## config.mk

```make
export PLATFORM = sky130hd
export DESIGN_NAME = multi_func_generator
export DESIGN_NICKNAME = d
export VERILOG_FILES = /design/src/rtl/multi_func_generator.sv
export SDC_FILE = /design/constraint.sdc
export NUM_CORES = 1
export LEC_CHECK = 0
export ABC_AREA = 1
export CAP_MARGIN = 20
export CORE_MARGIN = 8
export CORE_UTILIZATION = 55
export DETAILED_ROUTE_END_ITERATION = 10
export DONT_BUFFER_PORTS = 1
export PLACE_DENSITY = 0.75
export SLEW_MARGIN = 0
export SYNTH_ARGS = -nofsm -noshare
export SYNTH_HDL_FRONTEND = slang
export SYNTH_SLANG_ARGS = --single-unit
```

## constraint.sdc

```tcl
create_clock -name clk -period 5.4 [get_ports clk]
set_input_delay 1.35 -clock clk [delete_from_list [all_inputs] [get_ports clk]]
set_output_delay 1.35 -clock clk [all_outputs]
set_load 0.01 [all_outputs]
```

## src/rtl/multi_func_generator.sv

```systemverilog
// Multi-channel phase-accumulator function generator with square/saw/triangle shapes,
// per-channel amplitude, valid/ready config port and wrap-aligned retuning. Optional: MULTI_FUNC_GEN_DUTY_EN.
module multi_func_generator #(
  parameter  int CHANNELS = 2,
  parameter  int OUT_W    = 8,
  parameter  int ACC_W    = 16,
  localparam int CH_W     = (CHANNELS > 1) ? $clog2(CHANNELS) : 1
) (
  input  logic                      clk,
  input  logic                      rst,
  input  logic                      en,
  input  logic                      cfg_valid,
  output logic                      cfg_ready,
  input  logic [CH_W-1:0]           cfg_ch,
  input  logic [1:0]                cfg_addr,
  input  logic [ACC_W-1:0]          cfg_data,
  output logic [CHANNELS*OUT_W-1:0] wave_out,
  output logic                      wave_valid,
  output logic [CHANNELS-1:0]       sync_out
);

  localparam logic [CH_W:0]    CH_LIM   = (CH_W+1)'(CHANNELS);
  localparam logic [OUT_W-1:0] DUTY_MID = {1'b1, {(OUT_W-1){1'b0}}};

  // Shape the phase into a raw sample, then attenuate by a logical right shift.
  function automatic logic [OUT_W-1:0] shape_fn(
    input logic [OUT_W-1:0] p,
    input logic [1:0]       mode,
    input logic [1:0]       amp,
    input logic [OUT_W-1:0] duty
  );
    logic [OUT_W-1:0] raw;
    case (mode)
      2'd0:    raw = (p < duty) ? {OUT_W{1'b1}} : {OUT_W{1'b0}};
      2'd1:    raw = p;
      2'd2:    raw = p[OUT_W-1] ? ~{p[OUT_W-2:0], 1'b0} : {p[OUT_W-2:0], 1'b0};
      default: raw = {OUT_W{1'b0}};
    endcase
    return raw >> amp;
  endfunction

  logic                  cfg_ready_s;
  logic                  ch_ok_s;
  logic                  wr_s;
  logic [OUT_W-1:0]      smp_s [CHANNELS];
  logic [CHANNELS-1:0]   pend_s;
  logic [CHANNELS-1:0]   wrapf_s;

  // Any outstanding retune freezes the whole port so no write can race an apply edge.
  assign cfg_ready_s = ~|pend_s;
  assign cfg_ready   = cfg_ready_s;
  assign ch_ok_s     = {1'b0, cfg_ch} < CH_LIM;
  assign wr_s        = cfg_valid & cfg_ready_s & ch_ok_s;

  for (genvar c = 0; c < CHANNELS; c++) begin : g_ch
    logic [ACC_W-1:0] acc_r;
    logic [ACC_W-1:0] inc_r;
    logic [ACC_W-1:0] pend_inc_r;
    logic             pend_r;
    logic             wrapf_r;
    logic [1:0]       mode_r;
    logic [1:0]       amp_r;
    logic [OUT_W-1:0] duty_s;
    logic             sel_s;
    logic             load_s;
    logic [ACC_W:0]   sum_s;
    logic             wrap_s;
    logic             apply_s;

    assign sel_s   = wr_s && (cfg_ch == CH_W'(c));
    assign load_s  = sel_s && (cfg_addr == 2'd3);
    assign sum_s   = {1'b0, acc_r} + {1'b0, inc_r};
    assign wrap_s  = sum_s[ACC_W];
    // Retune lands on a wrap, while paused, or when a zero increment could never wrap.
    assign apply_s = pend_r && (!en || wrap_s || (inc_r == {ACC_W{1'b0}}));

    // Phase accumulation, pending-increment handling and wrap tracking.
    always_ff @(posedge clk or negedge rst) begin
      if (!rst) begin
        acc_r      <= {ACC_W{1'b0}};
        inc_r      <= {ACC_W{1'b0}};
        pend_inc_r <= {ACC_W{1'b0}};
        pend_r     <= 1'b0;
        wrapf_r    <= 1'b0;
      end else begin
        if (load_s) begin
          acc_r   <= cfg_data;
          wrapf_r <= 1'b0;
        end else if (en) begin
          acc_r   <= sum_s[ACC_W-1:0];
          wrapf_r <= wrap_s;
        end
        if (apply_s) begin
          inc_r  <= pend_inc_r;
          pend_r <= 1'b0;
        end else if (sel_s && (cfg_addr == 2'd0)) begin
          pend_inc_r <= cfg_data;
          pend_r     <= 1'b1;
        end
      end
    end

    // Waveform selection and attenuation registers.
    always_ff @(posedge clk or negedge rst) begin
      if (!rst) begin
        mode_r <= 2'd3;
        amp_r  <= 2'd0;
      end else if (sel_s && (cfg_addr == 2'd1)) begin
        mode_r <= cfg_data[3:2];
        amp_r  <= cfg_data[1:0];
      end
    end

`ifdef MULTI_FUNC_GEN_DUTY_EN
    logic [OUT_W-1:0] duty_r;

    // Programmable square-wave threshold.
    always_ff @(posedge clk or negedge rst) begin
      if (!rst) begin
        duty_r <= DUTY_MID;
      end else if (sel_s && (cfg_addr == 2'd2)) begin
        duty_r <= cfg_data[OUT_W-1:0];
      end
    end
    assign duty_s = duty_r;
`else
    assign duty_s = DUTY_MID;
`endif

    assign smp_s[c]   = shape_fn(acc_r[ACC_W-1 -: OUT_W], mode_r, amp_r, duty_s);
    assign pend_s[c]  = pend_r;
    assign wrapf_s[c] = wrapf_r;
  end

  // Output stage: samples come from the pre-increment phase and hold while paused.
  always_ff @(posedge clk or negedge rst) begin
    if (!rst) begin
      wave_out   <= {(CHANNELS*OUT_W){1'b0}};
      wave_valid <= 1'b0;
      sync_out   <= {CHANNELS{1'b0}};
    end else begin
      wave_valid <= en;
      if (en) begin
        for (int i = 0; i < CHANNELS; i++) begin
          wave_out[i*OUT_W +: OUT_W] <= smp_s[i];
        end
        sync_out <= wrapf_s;
      end
    end
  end

endmodule

```

==> results of run 1 <==
## metrics by stage
step	power (mW)	util	area (µm²)	hold WS (ns)
after floorplan	3.63	-	7790	0.443
after global placement	4.05	0.565	7850	0.453
after detailed placement	4.13	0.565	7850	0.459
after CTS	5.33	0.609	8460	0.472
after global routing	5.78	0.609	8460	0.495
final	5.33	0.609	8460	0.468
## report_power, final
group | internal (mW) | switching (mW) | leakage [nW]
clock | 0.782 | 0.400 | 0.295
combinational | 0.881 | 1.41 | 2.57
sequential | 1.39 | 0.459 | 1.59
total | 3.06 | 2.27 | 4.46
## flip-flops by register name, indices dropped and copies added, names as in the netlist
name	cells
g_ch.acc_r	32
g_ch.amp_r	4
g_ch.inc_r	32
g_ch.mode_r	4
g_ch.pend_inc_r	32
g_ch.pend_r	2
g_ch.wrapf_r	2
sync_out	2
wave_out	16
wave_valid	1
## placed cells by master (no fill, tap or decap), types with 5 or more instances in the layout
cell type  count
o211ai_1      15
inv_1        101
nand3b_1      10
nand4_1        9
o21ai_2       14
nand2_1      441
nor2_2         6
nand3_1      112
or2_2         14
dfrtp_1      123
ha_1          32
clkbuf_8       5
o21ai_0       37
nor2_1        43
clkbuf_16     17
a21oi_1       21
nor3_1         6
## logic make-up (layout without fill, tap and decap cells)
| family | after synthesis | after routing | share of synthesized area |
|---|---|---|---|
| AO/OA/AOI/OAI | 95 | 95 | 0.0755 |
| XOR/XNOR | 7 | 7 | 0.00787 |
| adder cells (fa/ha/maj) | 34 | 34 | 0.0566 |
| buffers and inverters | 131 | 137 | 0.0731 |
| flip-flops | 127 | 127 | 0.409 |
| multiplexers | 4 | 4 | 0.00546 |
| AND/OR/NAND/NOR | 661 | 661 | 0.373 |
## worst register-to-register path: cells and delay by family, from the launching register on
family | cells | cell delay [ns]
compound gates | 2 | 0.28
flops | 1 | 0.86
simple gates | 5 | 1.14
buf+inv | 1 | 0.26
## worst paths after layout
path	from	endpoint	slack, ns	depth (start not counted)
max in group asynchronous	rst	g_ch[1].mode_r[1]	4.52	0
setup / recovery	g_ch[0].pend_r	cfg_ready	2.65	1
hold reg to reg	g_ch[0].pend_inc_r[3]	g_ch[0].pend_inc_r[3]	0.47	2
setup reg to reg	g_ch[0].pend_r	g_ch[1].acc_r[6]	2.80	8
hold / removal	g_ch[0].pend_inc_r[3]	g_ch[0].pend_inc_r[3]	0.47	2
min in group asynchronous	rst	g_ch[0].acc_r[14]	0.64	0
## routing by layer
layer,vias to the layer above,wire length (µm),global-route usage
met4,0,247,0.0648
met2,188,9120,0.351
met5,-,0,0
met3,23,1410,0.0524
li1,3396,-,-
met1,3182,8610,0.282
## cell type report
cell class	instances	area [µm²]
clock buffer	25	505
clock inverter	5	103
fill	1263	5430
inverter	107	404
multi-input combinational	801	4040
sequential	127	3180
tap	180	225
==> metrics.md, run 1 <==
| Metric | Value |
|---|---|
| Vias in the first global route | `6,245` |
| TritonCTS clock tree | `built` |
| Via-per-instance ratio | `5.45` |
| H-tree Lvls | `4` |
| CTS Sinks | `127` |
| Post-cts sizing count | `0` |
| Min cycle time layout | `2.75 ns` |
| Critical Path End Type | `primary output` |
| Synthesis-to-finish area growth | `8.58%` |
| Die Width | `135 µm` |
| # port buffers | `0` |
| Synth Register Bits | `127` |
| Final Max Tran Viols | `0` |
| Cts bufs inserted | `17` |
| Pwr dens | `630 nW/µm²` |
| Antenna viol nets, final | `0` |
| Max-Cap Viols | `0` |
| Post-synth top area share | `0.395` |
| Cell Area, Synth | `7790 µm²` |
| Overall routing resource usage | `0.217` |
| Worst Hold Class | `flip-flop to flip-flop` |
| Cell variety after synth | `45` |
| Most used flip-flop cell after synthesis | `dfrtp_1` |
| Worst slew pin tran | `0.837 ns` |
| Fin nets | `1,111` |
| Outcome | `complete, no violations` |
| Inst Count DP | `1,215` |
| Die height | `135 µm` |
| Root Buffer | `clkbuf_16` |
| Share of synthesized registers carrying an async set or reset | `1.00` |
| Post-CTS Hold Buffers | `0` |
| Slowest cell on crit path | `dfrtp_1` |
| Ys Warns | `0` |
| Setup_tns | `0 ns` |
| Initial Util | `0.561` |
| Detailed-route wire length | `19.4 mm` |
| Worst EP required | `4.05 ns` |
| Initial antenna violation count | `0` |
| Postcts setup bufs | `0` |
| Clk_lat worst skew | `0.41 ns` |
| Skew final | `0.00714 ns` |
| Critical path cell sequence | `nor2_8` |
| Critical Path AT | `1.40 ns` |
| Critical path class | `flip-flop to primary output` |
| Largest delay share family, worst path | `flip-flops` |
| DRC Markers | `0` |
| Max Clock Freq | `363 MHz` |
| CP Launch Type | `flip-flop` |
| Layout cells sized above 1 | `0.0836` |
| DRT Pass-1 Iters | `5` |
| Non-Filler Instances | `1,245` |
| I/O pin total | `43` |
| Post-synth EDFFs | `0` |
| RSZ-0062 raised after global routing | `false` |
| Core ar. | `13,900 µm²` |
| Post-DP HPWL | `14.1 mm` |
| Pin count of the biggest net entering global routing | `128` |
| Count leader, synth | `nand2_1` |
| GPL Wtd Cong | `0.899` |
| Area contributors post-synth | `dfrtp_1 (40%), nand2_1 (21%), nand3_1 (7.2%), ha_1 (5.1%), inv_1 (4.9%)` |
| Sequential area share after synthesis | `0.409` |
| Final hold vios | `0` |
| Synth Instances | `1,059` |
| Biggest cell delay along the critical path | `0.86 ns` |
| First-pass GRT wire length | `31.4 mm` |
| Final period util | `0.510` |
| Via count | `6,789` |
| Pre-CTS WS | `2.45 ns` |
| CP bufs+invs | `0` |
| Initial drt markers | `560` |
| Syn_nets | `1,116` |
| Worst VDD drop | `253 µV` |
| Slew HR | `0.440` |
| Post-Synthesis Mean Instance Area | `7.35 µm²` |
| Critical-path maximum fanout | `19` |
| Clock transition at path regs | `0.05 ns` |
| Die ar. | `18,200 µm²` |
| Overflow after GRT | `0` |
| Biggest area consumer among synthesized cells | `dfrtp_1` |
| Max clock buf depth | `2` |
| DR WL/cell | `15.6 µm` |
| Standard-cell row count | `43` |
| Ant diodes | `0` |
| Setup violators final | `0` |
| P_leak | `4.46 nW` |
| Final worst setup slack | `2.65 ns` |
| Most frequent cells after synthesis | `nand2_1 (441), dfrtp_1 (123), nand3_1 (112), inv_1 (101), nor2_1 (43)` |
No activity file was read; power rests on OpenSTA's default activity.
==> run 2: changes to the inputs <==
- PLACE_DENSITY: 0.75 -> 0.78
- clock period: 5.4 -> 2.5 ns (I/O delays scaled with it)
==> metrics.md, run 2 (synthesis results as in run 1) <==
| Metric | Value |
|---|---|
| Outcome | `complete, but fails checks` |
| Failing checks | `negative hold slack` |
| Worst EP required | `2.82 ns (-1.23 ns)` |
| Pre-CTS WS | `0.308 ns (-2.15 ns)` |
| RSZ-0062 raised after global routing | `false` |
| Largest regs | `g_ch.acc_r x32, g_ch.inc_r x32, g_ch.pend_inc_r x32` |
| Detailed-route wire length | `19.4 mm (about the same)` |
| Initial Util | `0.561 (unchanged)` |
| Non-Filler Instances | `1,254 (+0.72%)` |
| P_leak | `4.49 nW (+0.65%)` |
| Postcts setup bufs | `0 (unchanged)` |
| Final period util | `0.902` |
| Initial antenna violation count | `0 (unchanged)` |
| Hold Slack | `-0.0996 ns (-0.568 ns)` |
| Inst Count DP | `1,223 (+0.66%)` |
| Layout cells sized above 1 | `0.0903 (+0.00675)` |
| Overflow after GRT | `0 (unchanged)` |
| CP Launch Type | `flip-flop` |
| Critical Path End Type | `flip-flop` |
| H-tree Lvls | `4 (unchanged)` |
| Min cycle time layout | `2.26 ns` |
| Final worst setup slack | `0.245 ns (-2.40 ns)` |
| Max clock buf depth | `2 (unchanged)` |
| Max-Cap Viols | `0 (unchanged)` |
| Critical-path maximum fanout | `17 (-2)` |
| Skew final | `0.00718 ns (+0.0000428 ns)` |
| Antenna viol nets, final | `0 (unchanged)` |
| TritonCTS clock tree | `built` |
| Clk_lat worst skew | `0.43 ns (+0.02 ns)` |
| Post-layout util | `0.611 (+0.00135)` |
| Ant diodes | `0 (unchanged)` |
| Post-DP HPWL | `14.1 mm (+0.15%)` |
| GPL Wtd Cong | `0.888 (-1.2%)` |
| DRC Markers | `0 (unchanged)` |
| I/O pin total | `43 (unchanged)` |
| Most frequent cells in the layout | `nand2_1 (441), dfrtp_1 (123), nand3_1 (112)` |
| Worst Hold Class | `input port to async pin` |
| Root Buffer | `clkbuf_16` |
| Initial drt markers | `598 (+6.8%)` |
| Vias in the first global route | `6,424 (+2.9%)` |
| DR WL/cell | `15.5 µm (-0.68%)` |
| Critical R2R Capture | `g_ch[0].inc_r[2]` |
| Standard-cell row count | `43 (unchanged)` |
| Die ar. | `18,200 µm² (unchanged)` |
| Setup_tns | `0 ns (unchanged)` |
| Via-per-instance ratio | `5.44 (-0.15%)` |
| Cts bufs inserted | `17 (unchanged)` |
| CTS Sinks | `127 (unchanged)` |
| Clock transition at path regs | `0.06 ns (about the same)` |
| Die Width | `135 µm (unchanged)` |
| Post-cts sizing count | `0 (unchanged)` |
| Via count | `6,828 (+0.57%)` |
| Critical path class | `flip-flop to flip-flop` |
| Setup violators final | `0 (unchanged)` |
| Max Clock Freq | `443 MHz` |
| Critical Path AT | `2.57 ns (+1.17 ns)` |
| Core ar. | `13,900 µm² (unchanged)` |
| # port buffers | `0 (unchanged)` |
| Die height | `135 µm (unchanged)` |
| Most common cell after layout, fill and taps aside | `nand2_1` |
| Synthesis-to-finish area growth | `8.82%` |
| Total power | `11.4 mW (+110%)` |
| Fin nets | `1,119 (+0.72%)` |
| Pwr dens | `1350 nW/µm² (+110%)` |
| First-pass GRT wire length | `32.1 mm (+2.3%)` |
| Overall routing resource usage | `0.222 (+0.00455)` |
| Final Max Tran Viols | `0 (unchanged)` |
| Slew HR | `0.521 (+0.0809)` |
| R2r startpoint | `g_ch[0].inc_r[0]` |
| Final hold vios | `123 (+123)` |
| Flop2flop setup slack | `0.24 ns (-2.56 ns)` |
| Worst Setup SP | `g_ch[0].inc_r[0]` |
| Worst VDD drop | `624 µV (+150%)` |
| DRT Pass-1 Iters | `5 (unchanged)` |
| R2R cell count | `13 (+5)` |
| Worst slew pin tran | `0.718 ns (-0.119 ns)` |
| Pin count of the biggest net entering global routing | `128 (unchanged)` |
-- run 2: cell count changes in the layout (fill, tap and decap cells not counted) --
cell        before  now
bufinv_16        3    2
clkinvlp_4       1    0
clkbuf_1         3    4
clkbuf_8         5    3
clkinv_2         1    5
buf_4            0    8
-- run 2: through the flow --
step                area (µm²)  hold WS, ns
floorplan                 7790        0.329
global placement          7910        0.335
detailed placement        7910        0.334
CTS                       8470       -0.105
global route              8470       -0.112
finish                    8470      -0.0996
-- run 2: critical path: stages, from the launching register on --
cell and delay, ns:
dfrtp_1 0.39, ha_1 0.19, inv_1 0.06, fa_1 0.40, inv_1 0.07, nand3_1 0.06
nand2_1 0.13, nand2_1 0.07, nand2_1 0.13, nand2_2 0.10, nand3_4 0.20, nand2_4 0.18
nand2_1 0.11, nand2_1 0.06
-- run 2: where the power goes --
part	switching [mW]	total [mW]	internal [mW]	leakage [nW]
clock network	0.870	2.40	1.53	0.284
registers	0.888	3.90	3.01	1.59
logic	3.17	5.11	1.94	2.62
-- run 2: how the worst max path moves through the flow --
| stage | slack [ns] | depth (start not counted) | to |
|---|---|---|---|
| global route | 0.05 | 13 | g_ch[1].inc_r[10] |
| finish | 0.24 | 13 | g_ch[0].inc_r[2] |
| global placement | 0.40 | 13 | g_ch[0].pend_r |
| floorplan | 0.58 | 14 | g_ch[0].inc_r[11] |
| detailed placement | 0.31 | 13 | g_ch[0].inc_r[2] |
| CTS | 0.25 | 13 | g_ch[0].inc_r[2] |
-- run 2: routing by layer --
layer	wire (µm)	up-vias	global-route usage
li1	-	3401	-
met1	8450	3175	0.281
met2	8800	209	0.348
met3	1610	43	0.0646
met4	538	0	0.0919
met5	0	-	0
-- run 2: final cells by class --
class / count / area, µm²
Sequential cell: 127 / 3180
Tap cell: 180 / 225
Clock inverter: 7 / 85.1
Multi-Input combinational cell: 801 / 4040
Timing Repair Buffer: 8 / 60.1
Clock buffer: 24 / 482
Fill cell: 1218 / 5410
Inverter: 107 / 404
==> run 3: changes to the inputs <==
- SLEW_MARGIN: 0 -> default
==> results of run 3 <==
Final layout, timing and power as in run 2 (identical DEF).
